[src/rtl/instruction_fetch.sv]
// -----------------------------------------------------------------------------
// instruction_fetch
//
// Fetch and sequencing stage of the CPU. Holds the program counter, reads each
// instruction from synchronous instruction memory and latches it into an
// instruction register. The command fields are presented to the controller for
// one EXECUTE cycle, after which the next PC is chosen from branch_select and
// the ALU condition.
//
// Parameters
//   PC_WIDTH       program counter / memory address width (4..16)
//   INSTR_WIDTH    instruction word width (>= 6 + PC_WIDTH)
//   RETIRED_WIDTH  width of the saturating retired counter (1..16); the
//                  counter saturates at all-ones of this width
//   NOP_GROUP      command_group value driven while no instruction is valid
//
// Ports
//   clk            system clock, rising edge
//   reset_n        asynchronous active-low reset
//   start          leave IDLE and begin fetching from PC 0
//   hold           freeze sequencing in FETCH / EXECUTE
//   imem_rdata     memory read data, valid the cycle after imem_req
//   branch_select  controller branch request (EXECUTE only)
//   branch_cond    ALU condition (EXECUTE only)
//   imem_addr      memory address (= pc)
//   imem_req       memory read strobe
//   pc             current program counter
//   command_group  instruction [IW-1:IW-3] while instr_valid, else NOP_GROUP
//   command        instruction [IW-4:IW-6] while instr_valid, else 0
//   operand        instruction [IW-7:0] while instr_valid, else 0
//   instr_valid    high during EXECUTE
//   retired        saturating count of completed instructions
// -----------------------------------------------------------------------------
`timescale 1ns/1ps

module instruction_fetch #(
    parameter int          PC_WIDTH      = 8,
    parameter int          INSTR_WIDTH   = 16,
    parameter int          RETIRED_WIDTH = 16,
    parameter logic [2:0]  NOP_GROUP     = 3'b000
) (
    input  logic                   clk,
    input  logic                   reset_n,
    input  logic                   start,
    input  logic                   hold,
    input  logic [INSTR_WIDTH-1:0] imem_rdata,
    input  logic                   branch_select,
    input  logic                   branch_cond,
    output logic [PC_WIDTH-1:0]    imem_addr,
    output logic                   imem_req,
    output logic [PC_WIDTH-1:0]    pc,
    output logic [2:0]             command_group,
    output logic [2:0]             command,
    output logic [INSTR_WIDTH-7:0] operand,
    output logic                   instr_valid,
    output logic [15:0]            retired
);

    typedef enum logic [1:0] {
        S_IDLE,
        S_FETCH,
        S_LOAD,
        S_EXECUTE
    } state_t;

    state_t                   r_state;
    logic [PC_WIDTH-1:0]      r_pc;
    logic [INSTR_WIDTH-1:0]   r_ir;
    logic [RETIRED_WIDTH-1:0] r_retired;
    logic                     r_imem_req;
    logic                     r_instr_valid;

    logic                     w_branch_taken;
    logic [PC_WIDTH-1:0]      w_branch_target;

    assign w_branch_taken  = branch_select && branch_cond;
    assign w_branch_target = r_ir[PC_WIDTH-1:0];

    // Single-process FSM; imem_req and instr_valid are registered alongside the
    // state so they never depend combinationally on any input.
    // NOTE: every register here is assigned with <= so all updates see the
    // pre-edge values; blocking assignments would make the result depend on
    // statement order.
    always_ff @(posedge clk or negedge reset_n) begin
        if (!reset_n) begin
            r_state       <= S_IDLE;
            r_pc          <= '0;
            r_ir          <= '0;
            r_retired     <= '0;
            r_imem_req    <= 1'b0;
            r_instr_valid <= 1'b0;
        end else begin
            case (r_state)
                S_IDLE: begin
                    if (start) begin
                        r_state    <= S_FETCH;
                        r_pc       <= '0;
                        r_imem_req <= 1'b1;
                    end
                end

                // Request stays asserted while held so the memory keeps
                // returning data for the current PC.
                S_FETCH: begin
                    if (!hold) begin
                        r_state    <= S_LOAD;
                        r_imem_req <= 1'b0;
                    end
                end

                // Memory data is valid for this cycle only, so hold is
                // deliberately not consulted here.
                S_LOAD: begin
                    r_ir          <= imem_rdata;
                    r_state       <= S_EXECUTE;
                    r_instr_valid <= 1'b1;
                end

                S_EXECUTE: begin
                    if (!hold) begin
                        if (w_branch_taken) begin
                            r_pc <= w_branch_target;
                        end else begin
                            r_pc <= r_pc + PC_WIDTH'(1);   // wraps modulo 2^PC_WIDTH
                        end
                        if (r_retired != '1) begin
                            r_retired <= r_retired + RETIRED_WIDTH'(1);
                        end
                        r_state       <= S_FETCH;
                        r_instr_valid <= 1'b0;
                        r_imem_req    <= 1'b1;
                    end
                end

                default: begin
                    r_state       <= S_IDLE;
                    r_imem_req    <= 1'b0;
                    r_instr_valid <= 1'b0;
                end
            endcase
        end
    end

    // Field decode straight from the instruction register, gated by the
    // registered valid flag.
    assign imem_req      = r_imem_req;
    assign instr_valid   = r_instr_valid;
    assign pc            = r_pc;
    assign imem_addr     = r_pc;
    assign command_group = r_instr_valid ? r_ir[INSTR_WIDTH-1 -: 3] : NOP_GROUP;
    assign command       = r_instr_valid ? r_ir[INSTR_WIDTH-4 -: 3] : 3'b000;
    assign operand       = r_instr_valid ? r_ir[INSTR_WIDTH-7:0]    : '0;
    assign retired       = 16'(r_retired);

endmodule

[config.mk]
export PLATFORM = sky130hd
export DESIGN_NAME = instruction_fetch
export DESIGN_NICKNAME = d
export VERILOG_FILES = /design/src/rtl/instruction_fetch.sv
export SDC_FILE = /design/constraint.sdc
export NUM_CORES = 1
export LEC_CHECK = 0
export CAP_MARGIN = 20
export CORE_MARGIN = 1.5
export CORE_UTILIZATION = 35
export CTS_CLUSTER_DIAMETER = 50
export DETAILED_ROUTE_END_ITERATION = 10
export SLEW_MARGIN = 10
export SYNTH_ARGS = -nofsm -noshare
export SYNTH_HDL_FRONTEND = slang
export SYNTH_SLANG_ARGS = --single-unit
[constraint.sdc]
create_clock -name clk -period 2.75 [get_ports clk]
set_clock_uncertainty 0.1 [all_clocks]
set_input_delay 0.55 -clock clk [delete_from_list [all_inputs] [get_ports clk]]
set_output_delay 0.55 -clock clk [all_outputs]
set_load 0.01 [all_outputs]
After elaboration in Yosys (flattened, before gate mapping)
Cells that the tools add are included.

Register bits after elaboration: 44. Word-level logic and storage cells: 42.

$add $sub $neg: 2. Equality and inequality tests: 7. Mux-type cells: 16. Bitwise logic cells: 1. Reduce and logical (&&, ||, !) cells: 10.

Operators with widths (count): 8-bit 2-to-1 mux (3); 16-bit by 1-bit adder with 16-bit output, second input constant (1); 16-bit != test, second input constant (1); 8-bit case mux with 2 select lines (1); 10-bit 2-to-1 mux (1); 3-bit AND reduction (3); 8-bit by 1-bit adder with 8-bit output, second input constant (1); 2-bit case mux with 4 select lines (1); 2-bit 2-to-1 mux (3); 3-bit 2-to-1 mux (2); 2-bit != test, second input constant (3); 2-bit == test, second input constant (2); 4-bit AND reduction (1); 2-bit nonzero test (2); 1-bit 2-to-1 mux (3); 1-bit case mux with 3 select lines (1); 3-bit nonzero test (1); 2-bit by 1-bit == test with 1-bit output, second input constant (1); 2-bit zero test (1); 1-bit case mux with 2 select lines (1); 2-bit AND reduction (1); 1-bit logical AND (1); 1-bit inverter (1).

Depth between registers and ports, before layout
Depth in word-level cells: 4. Gate-level depth with buffers: 6. Gate-level depth less buffers: 6.

Least setup slack after synthesis
No wires, ideal clock.

Kind: register -> register. Start point: register r_retired[0], in the netlist retired[0]. End point: register r_retired[1], in the netlist retired[1]. Arrival: 1.540 ns. Data required time: 2.525 ns. Slack: 0.985 ns. Stages on the path, launching flop included: 6. Buffers on the path: 0. Clock period less this slack: 1.765 ns. Cells stage by stage: dfrtp_1 ha_1 nand4_1 nor4_4 nor2b_2 mux2_4.

Word-level cells in the longest chain between the ends: 2.

Ends and longest elaborated chain: start, declared (RTL line 69) `logic [RETIRED_WIDTH-1:0] r_retired;`; start signal, assigned (RTL line 127) `r_retired <= r_retired + RETIRED_WIDTH'(1);`; branches (longest 2 deep; another with 16-bit by 1-bit adder with 16-bit output).

Parallel ways; which one is timed is not known. A chain may end at the register's enable or synchronous reset.

Final worst setup path
Start point: register r_instr_valid, in the netlist instr_valid. End point: output port operand[1].

Word-level cells in the longest chain between the ends: 1.

Ends and longest elaborated chain: start, declared (RTL line 71) `logic r_instr_valid;`; start signal, assigned (RTL line 91) `r_instr_valid <= 1'b0;`; start signal, assigned (RTL line 116) `r_instr_valid <= 1'b1;`; start signal, assigned (RTL line 130) `r_instr_valid <= 1'b0;`; 10-bit 2-to-1 mux (RTL line 152) `assign operand = r_instr_valid ? r_ir[INSTR_WIDTH-7:0] : '0;`; end, declared (RTL line 54) `output logic [INSTR_WIDTH-7:0] operand,`.

Every way passes these cells.

==> impl_metrics.yaml <==
logic_synthesis:
  yosys_warnings: 0
  synth_area_sq_um: 2280
  syn_inst: 209
  synth-xor-area-share: 0.0461
  yosysTopAreaCellShare: 0.483
  yosysSeqAreaShare: 0.483
  synth_fa_ha_area_frac: 0.0384
  synth_compound_area_frac: 0.0801
  synth-edff-count: 0
  async_flop_share: 1.00
  synth_area_leader_cell: "dfrtp_1"
  syn_avg_cell_area_sq_um: 10.9
  ys_types: 39
  synth_top_family_by_area: "simple AND/OR/NAND/NOR gates"
  synth_commonest_cells: "dfrtp_1 (44), mux2_2 (19), and2_1 (16)"
  muxShareOfSynthArea: 0.105
  synth_fp_nets: 238
  yosys.area_share.simple: 0.204
  synth_area_leaders: "dfrtp_1 (48%), mux2_2 (9.4%), and2_1 (4.4%)"
  synth_flop_cell: "dfrtp_1"
  ys_seq_elements: 44
  yosysMostFrequentCell: "dfrtp_1"
timing:
  final_max_slew_viol_count: 0
  relSlewSlack: 0.619
  max_freq_mhz: 425
  period_share: 0.856
  hold_viol: 0
  fin_tns_setup_ns: 0
  period_needed_ns: 2.35
  rsz0062_at_grt: "false"
  worstMarginPinSlew_ns: 0.567
  finalSetupViolations: 0
floorplan:
  die_x_microns: 83.7
  die_y_microns: 83.7
  io-pin-count: 72
  die_area_sq_um: 7010
  fp.coreArea_sq_um: 6310
  initial_core_util: 0.361
  std_cell_rows: 29
setup_path:
  cp_max_fo: 19
  cp.required_ns: 2.10
  endpoint_kind: "primary output"
  crit_family: "flip-flops"
  slowest_delay_ns: 0.65
  worstSetupStartpointType: "register"
  reg2reg_slack_ns: 0.77
  cp_cell_sequence: "and2_1 > clkdlybuf4s50_1"
  cp_slowest_cell: "dfrtp_1"
  arrival_ns: 1.70
  path_buf_inv: 1
  r2r_cells: 5
  reg2reg_to: "retired[14]"
  critical_path_class: "register to primary output"
  r2r-start: "r_state[0]"
pwr:
  p_leak_nw: 1.37
  power_density_nw_per_um2: 944
  ir_worst_vdd_mv: 0.510
global_routing:
  grt_pass1_vias: 1679
  grt_max_degree: 45
  grt_pass1_wl_microns: 8430
  grt.overflow.total: 0
  track_usage: 0.152
  grt_antenna_before_repair: 0
final_layout:
  drive_gt1_frac: 0.123
  final_nets: 306
  antennaDiodeCount: 0
  final_area_sq_um: 3140
  syn2layout_area_growth_pct: 37.5
detailed_routing:
  wl_microns: 5090
  routedWlPerCell_microns: 14.4
  routed-via-count: 1801
  drcViolationCount: 0
  dr.first_iter.drc_count: 93
  postRouteAntennaNets: 0
  vias_per_cell: 5.10
  dr.pass1.iters: 4
placed_design:
  portBuffers: 71
  place_hpwl_microns: 3730
  gp_congestion: 0.778
  place_area_sq_um: 3040
clock_network:
  clock_latency_ns: 0.29
  cts-resized-gates: 0
  ctsLongestPathBuffers: 2
  htree_levels: 2
  holdBufCountCts: 0
  tritoncts: "yes"
  cts.clk_slew.worst_paths_ns: 0.08
  post-cts-setup-buffers: 0
  cts_buffers: 5
  cts.sinks: 44
  cts_root_buf: "clkbuf_8"
run_status:
  outcome: "finished clean"
hold_path:
  hold_class: "input port to asynchronous set/reset pin"
run:
  drv_cap: 0
state kept, by name, indices dropped and copies added, names as in the netlist:
name	count
imem_req	1
retired	16
r_ir	16
imem_addr	8
r_state	2
instr_valid	1
cell usage in the layout, fill, tap and decap left out, types with 3 or more instances in the layout:
cell and count:
a21oi_1 4, and2_1 16, and3_1 4, clkbuf_8 5, clkdlybuf4s50_1 70, dfrtp_1 44, ha_1 7, inv_1 5
mux2_2 19, nand2_1 14, nand2b_1 3, nand3_1 6, nand4_1 5, nor2_1 11, nor3_1 6, o21ai_0 11
o2bb2ai_1 5, xor2_1 11
report_power, final:
group          total, W  internal [W]  leakage [nW]  switching [W]
Clock          0.000472      0.000261        0.0501       0.000211
Combinational   0.00139      0.000826         0.764       0.000563
Sequential      0.00110      0.000872         0.553       0.000226
Total           0.00296       0.00196          1.37        0.00100
worst register-to-register path: stages, from the launching register on:
cell,delay [ns]
dfrtp_1,0.43
ha_1,0.28
and2b_1,0.28
nand4_1,0.20
nor4_1,0.23
mux2_2,0.37
kinds of logic after synthesis:
kind of cell,count (synthesis)
xor gates and xnor gates,12
buffers and inverters,18
AOI/OAI and AO/OA,28
and+or+nand+nor,79
DFF,44
muxes,21
adders and majority gates,7
through the flow:
stage	power [W]	utilization	instances	hold slack [ns]	setup slack (ns)
6_report	0.00296	0.497	353	0.117	0.395
5_1_grt	0.00317	0.497	353	0.124	0.261
4_1_cts	0.00300	0.497	353	0.128	0.320
3_5_place_dp	0.00251	0.481	347	0.389	0.362
3_3_place_gp	0.00249	0.481	347	0.381	0.392
2_1_floorplan	0.00183	-	209	0.154	0.985
area by class of cell:
| type | instances | area (sq um) |
|---|---|---|
| Fill cell | 612 | 3180 |
| Clock inverter | 1 | 30.0 |
| Inverter | 5 | 18.8 |
| Sequential cell | 44 | 1100 |
| Timing Repair Buffer | 74 | 741 |
| Multi-Input combinational cell | 147 | 1080 |
| Clock buffer | 5 | 68.8 |
| Tap cell | 77 | 96.3 |
worst max path at each step:
stage                start           to  depth (start not counted)
2_1_floorplan   retired[0]   retired[1]                          5
3_3_place_gp          hold  retired[14]                          5
3_5_place_dp          hold  retired[14]                          5
4_1_cts        instr_valid   operand[1]                          2
6_report       instr_valid   operand[1]                          2
5_1_grt        instr_valid   operand[0]                          2
layer usage:
metal	GRT usage	vias up	part of all wire
met5	0	-	0
met4	0.0581	0	0.016
met3	0.0287	8	0.043
met2	0.237	53	0.47
met1	0.210	874	0.47
li1	-	866	-
(Power assumes the default switching activity.)
